**src/rtl/seq_factorial_if.sv**
```systemverilog
// Handshake bundle for the iterative factorial unit: start/operand in,
// busy/done/result/overflow out.
interface seq_factorial_if #(
  parameter int WIDTH = 6,
  parameter int IN_W  = 6
);
  logic             start;
  logic [IN_W-1:0]  n;
  logic             busy;
  logic             done;
  logic [WIDTH-1:0] result;
  logic             overflow;

  modport master (output start, n, input busy, done, result, overflow);
  modport slave  (input start, n, output busy, done, result, overflow);
endinterface

```
**src/rtl/seq_factorial.sv**
```systemverilog
// Iterative n! unit: one multiply per clock, early exit on overflow,
// start/busy/done handshake with registered result and overflow flag.
module seq_factorial #(
  parameter int WIDTH    = 6,
  parameter int IN_W     = 6,
  parameter int SATURATE = 0
) (
  input logic           clk,
  input logic           rst_n,
  seq_factorial_if.slave bus
);
  localparam int PW = WIDTH + IN_W + 1;
  localparam int CW = IN_W + 1;

  typedef enum logic [1:0] {IDLE, RUN, DONE} state_t;

  state_t           state;
  logic [WIDTH-1:0] acc;
  logic [CW-1:0]    cnt;
  logic [IN_W-1:0]  n_q;
  logic             ovf_q;
  logic             busy_q;
  logic             done_q;
  logic [WIDTH-1:0] result_q;
  logic             overflow_q;
  logic [PW-1:0]    prod;
  logic             finish;

  // Full-width product so any bit above WIDTH flags overflow.
  assign prod   = {{CW{1'b0}}, acc} * {{WIDTH{1'b0}}, cnt};
  assign finish = (cnt > {1'b0, n_q}) || ovf_q;

  always_ff @(posedge clk or negedge rst_n) begin
    if (!rst_n) begin
      state      <= IDLE;
      acc        <= '0;
      cnt        <= '0;
      n_q        <= '0;
      ovf_q      <= 1'b0;
      busy_q     <= 1'b0;
      done_q     <= 1'b0;
      result_q   <= '0;
      overflow_q <= 1'b0;
    end else begin
      case (state)
        IDLE: begin
          done_q <= 1'b0;
          if (bus.start) begin
            n_q    <= bus.n;
            acc    <= {{(WIDTH-1){1'b0}}, 1'b1};
            cnt    <= CW'(2);
            ovf_q  <= 1'b0;
            busy_q <= 1'b1;
            state  <= RUN;
          end
        end
        RUN: begin
          if (finish) begin
            result_q   <= (ovf_q && (SATURATE != 0)) ? {WIDTH{1'b1}} : acc;
            overflow_q <= ovf_q;
            done_q     <= 1'b1;
            busy_q     <= 1'b0;
            state      <= DONE;
          end else begin
            acc   <= prod[WIDTH-1:0];
            ovf_q <= ovf_q | (|prod[PW-1:WIDTH]);
            cnt   <= cnt + CW'(1);
          end
        end
        DONE: begin
          // Start is deliberately not sampled here; the next run begins from IDLE.
          done_q <= 1'b0;
          state  <= IDLE;
        end
        default: state <= IDLE;
      endcase
    end
  end

  assign bus.busy     = busy_q;
  assign bus.done     = done_q;
  assign bus.result   = result_q;
  assign bus.overflow = overflow_q;
endmodule

```
**src/flat_wrapper.sv**
```systemverilog
// flat-port wrapper written by rule: the top's interface ports become plain ports
module seq_factorial_flat 
#(
  parameter int WIDTH    = 6,
  parameter int IN_W     = 6,
  parameter int SATURATE = 0
)
  (clk, rst_n, bus_start, bus_n, bus_busy, bus_done, bus_result, bus_overflow);
  seq_factorial_if #(.WIDTH(WIDTH), .IN_W(IN_W)) bus_i ();
  input logic clk;
  input logic rst_n;
  input wire logic [$bits(bus_i.start)-1:0] bus_start;
  input wire logic [$bits(bus_i.n)-1:0] bus_n;
  output wire logic [$bits(bus_i.busy)-1:0] bus_busy;
  output wire logic [$bits(bus_i.done)-1:0] bus_done;
  output wire logic [$bits(bus_i.result)-1:0] bus_result;
  output wire logic [$bits(bus_i.overflow)-1:0] bus_overflow;
  assign bus_i.start = bus_start;
  assign bus_i.n = bus_n;
  assign bus_busy = bus_i.busy;
  assign bus_done = bus_i.done;
  assign bus_result = bus_i.result;
  assign bus_overflow = bus_i.overflow;
  seq_factorial #(.WIDTH(WIDTH), .IN_W(IN_W), .SATURATE(SATURATE)) u_core (.clk(clk), .rst_n(rst_n), .bus(bus_i));
endmodule
```
**config.mk**
```make
export PLATFORM = sky130hd
export DESIGN_NAME = seq_factorial_flat
export DESIGN_NICKNAME = d
export VERILOG_FILES = /design/src/rtl/seq_factorial_if.sv /design/src/rtl/seq_factorial.sv /design/src/flat_wrapper.sv
export SDC_FILE = /design/constraint.sdc
export NUM_CORES = 1
export LEC_CHECK = 0
export BUFFER_PORTS_ARGS = -buffer_cell sky130_fd_sc_hd__buf_4
export CORE_MARGIN = 2
export CORE_UTILIZATION = 50
export DETAILED_ROUTE_END_ITERATION = 12
export PLACE_DENSITY = 0.79
export SLEW_MARGIN = 10
export SYNTH_ARGS = -nofsm -noshare
export SYNTH_HDL_FRONTEND = slang
export SYNTH_SLANG_ARGS = --single-unit
```
**constraint.sdc**
```tcl
create_clock -name clk -period 4.6 [get_ports clk]
set_input_delay 0.23 -clock clk [delete_from_list [all_inputs] [get_ports clk]]
set_output_delay 0.23 -clock clk [all_outputs]
set_load 0.01 [all_outputs]
```
==> out/metrics.yaml <==
outcome:
  status: "complete, no violations"
min_path:
  hold_path.class: "input pin to flip-flop"
  hold_start: "bus_n[0]"
grt:
  overflow: 0
  grt_pass1_wl_um: 9940
  antenna_found_initial: 0
  grt_max_degree: 32
  grt_usage: 0.198
  grt_pass1_vias: 2184
synth:
  syn_nets: 365
  synth_commonest_cells: "nand2_1, inv_1, dfrtp_1"
  syn-cell-area_um2: 2780
  synthFlopType: "dfrtp_1"
  synth_top_area_cell: "dfrtp_1"
  ys_seq_area_frac: 0.279
  yosysWarnings: 0
  yosysMostFrequentCell: "nand2_1"
  synth_top_cell_area_share: 0.279
  ys_async_sr_fraction: 1.00
  synth_edf_count: 0
  synth_area_leaders: "dfrtp_1, fa_1, ha_1"
  syn_avg_cell_area_um2: 9.06
  synthCells: 307
  ys_seq_elements: 31
  ys_types: 44
critical_path:
  worst_setup_path_start_kind: "flip-flop"
  critPathTopFamily: "adder cells"
  path_common_cell: "fa_1"
  cp_data_required_time_ps: 4780
  reg2reg_from: "u_core.cnt[0]"
  crit_type: "flip-flop to flip-flop"
  cpPeakStageDelay_ps: 580
  cpMaxStageDelayCell: "dfrtp_1"
  timing.critical_path.from: "u_core.cnt[0]"
  crit_path_end_kind: "flip-flop"
  worstPathMaxFanout: 12
  critical_path_arrival_ps: 4260
  crit_chain: "nand2_1 > fa_1 > fa_1 > fa_1 > inv_1 > ha_1 > nand2b_1 > a21oi_1 > mux2_2 > nor4_1 > nand3_1 > o21a_1"
  crit_buf_inv: 1
routing:
  vias: 2124
  drt_first_pass_iters: 4
  drt_iter0_markers: 96
  drt_wl_total_um: 5460
  ant_nets: 0
  routedWlPerCell_um: 14.1
  viasPerCell: 5.47
  drcViolationCount: 0
placement:
  routabilityCongestion: 0.990
  dp_slack_ps: 612
  port_buffers: 17
  hpwlAfterDp_um: 4210
timing:
  slew_headroom: 0.355
  tightest_slew_ps: 963
  fin_tns_setup_ps: 0
  fin_ws_ps: 525
  fmax_ghz: 0.245
  fin_hold_ws_ps: 137
  finalMaxSlewViolations: 0
  final-setup-viol-count: 0
  min_period_ps: 4080
  hold_viol: 0
  rsz0062_at_grt: "false"
  skew_ps: 7.73
  fin_crit_sh: 0.886
clock_network:
  h-tree-depth: 2
  clockBufferDepth: 2
  post-cts-setup-buffer-count: 0
  cts_tree: "built"
  root_buffer: "clkbuf_8"
  cts_resized: 0
  cts.clk_slew.worst_paths_ps: 70
  cts.sinks: 31
  cts_buffers: 5
  postCtsHoldBufs: 1
  insertion_delay_ps: 290
cells_and_area:
  drive_above_1_share: 0.123
  fin_nets: 373
  syn2layout_area_growth_pct: 9.53
  antennaDiodeCount: 0
floorplanning:
  dieArea_um2: 6180
  start_util: 0.512
  die_h_um: 78.6
  fp-row-count: 27
  pin_count: 18
  die_w_um: 78.6
  core_um2: 5440
job:
  max_cap_violations: 0
pwr:
  ir_drop_uv: 291
  p_leak_nw: 1.51
  p_per_area_nw_per_um2: 493
[cell usage in the layout, fill, tap and decap left out, drive strengths merged, types with 3 or more instances in the layout]
master and instances:
a21oi 13, mux2i 8, o21ai 13, and2 14
inv 39, a21o 4, a211oi 3, buf 17
mux2 8, nand3 3, ha 28, nor3 3
dfrtp 31, nor2b 4, nand2 53, o211ai 4
nand4 5, clkbuf 5, fa 21, nor2 8
nand2b 3
[cell families (layout without fill, tap and decap cells)]
logic type	after synthesis	after routing	share of synthesized area
buffers and inverters	56	65	0.0796
DFF	31	31	0.279
xor gates and xnor gates	2	2	0.00630
muxes	16	16	0.0612
and+or+nand+nor	105	105	0.186
AOI/OAI and AO/OA	48	48	0.112
adders and majority gates	49	49	0.277
[path summary, 6_finish.rpt]
| path | to | slack (ps) | cells past startpoint |
|---|---|---|---|
| setup / recovery | u_core.ovf_q | 520 | 12 |
| hold / removal | u_core.n_q[0] | 140 | 3 |
| setup reg to reg | u_core.ovf_q | 520 | 12 |
| hold reg to reg | u_core.bus.done | 480 | 2 |
| max in group asynchronous | u_core.n_q[1] | 3910 | 2 |
| min in group asynchronous | u_core.bus.result[0] | 410 | 2 |
[worst min-delay path: stages]
cell and delay [ps]:
buf_4 80, nand2_1 40, nand2_1 50
[routing by layer]
layer / part of all wire / GRT usage / vias to the layer above / wire length [um]
met4: 0.010 / 0.0421 / 0 / 56
met1: 0.44 / 0.258 / 1038 / 2430
met3: 0.041 / 0.0322 / 7 / 224
met5: 0 / 0 / - / 0
met2: 0.50 / 0.348 / 47 / 2760
li1: - / - / 1032 / -
[metrics by stage]
stage	cell area [um2]	power [W]	utilization	std cells
2_1_floorplan	2780	0.00105	-	307
3_3_place_gp	2930	0.00121	0.538	379
3_5_place_dp	2930	0.00124	0.538	379
4_1_cts	3050	0.00151	0.560	388
5_1_grt	3050	0.00164	0.560	388
6_report	3050	0.00150	0.560	388
[flip-flops by register name (all words and copies together) (netlist names)]
| name | flops |
|---|---|
| u_core.cnt | 7 |
| u_core.ovf_q | 1 |
| u_core.n_q | 6 |
| u_core.state | 2 |
| u_core.bus.done | 1 |
| u_core.bus.busy | 1 |
| u_core.bus.overflow | 1 |
| u_core.bus.result | 6 |
| u_core.acc | 6 |
[report_power, final]
| group | switching, W | internal [W] |
|---|---|---|
| logic | 0.000391 | 0.000324 |
| clock network | 0.000112 | 0.000161 |
| registers | 0.000139 | 0.000377 |
| total | 0.000641 | 0.000862 |
[final cells by class]
cell class                 instances  area (um2)
inverter                          39         146
sequential                        31         776
clock buffer                       5        68.8
clock inverter                     3        43.8
tap                               72        90.1
multi-input combinational        220        1790
fill                             460        2390
timing repair buffer              18         138
Power figures use the tool's default switching activity.
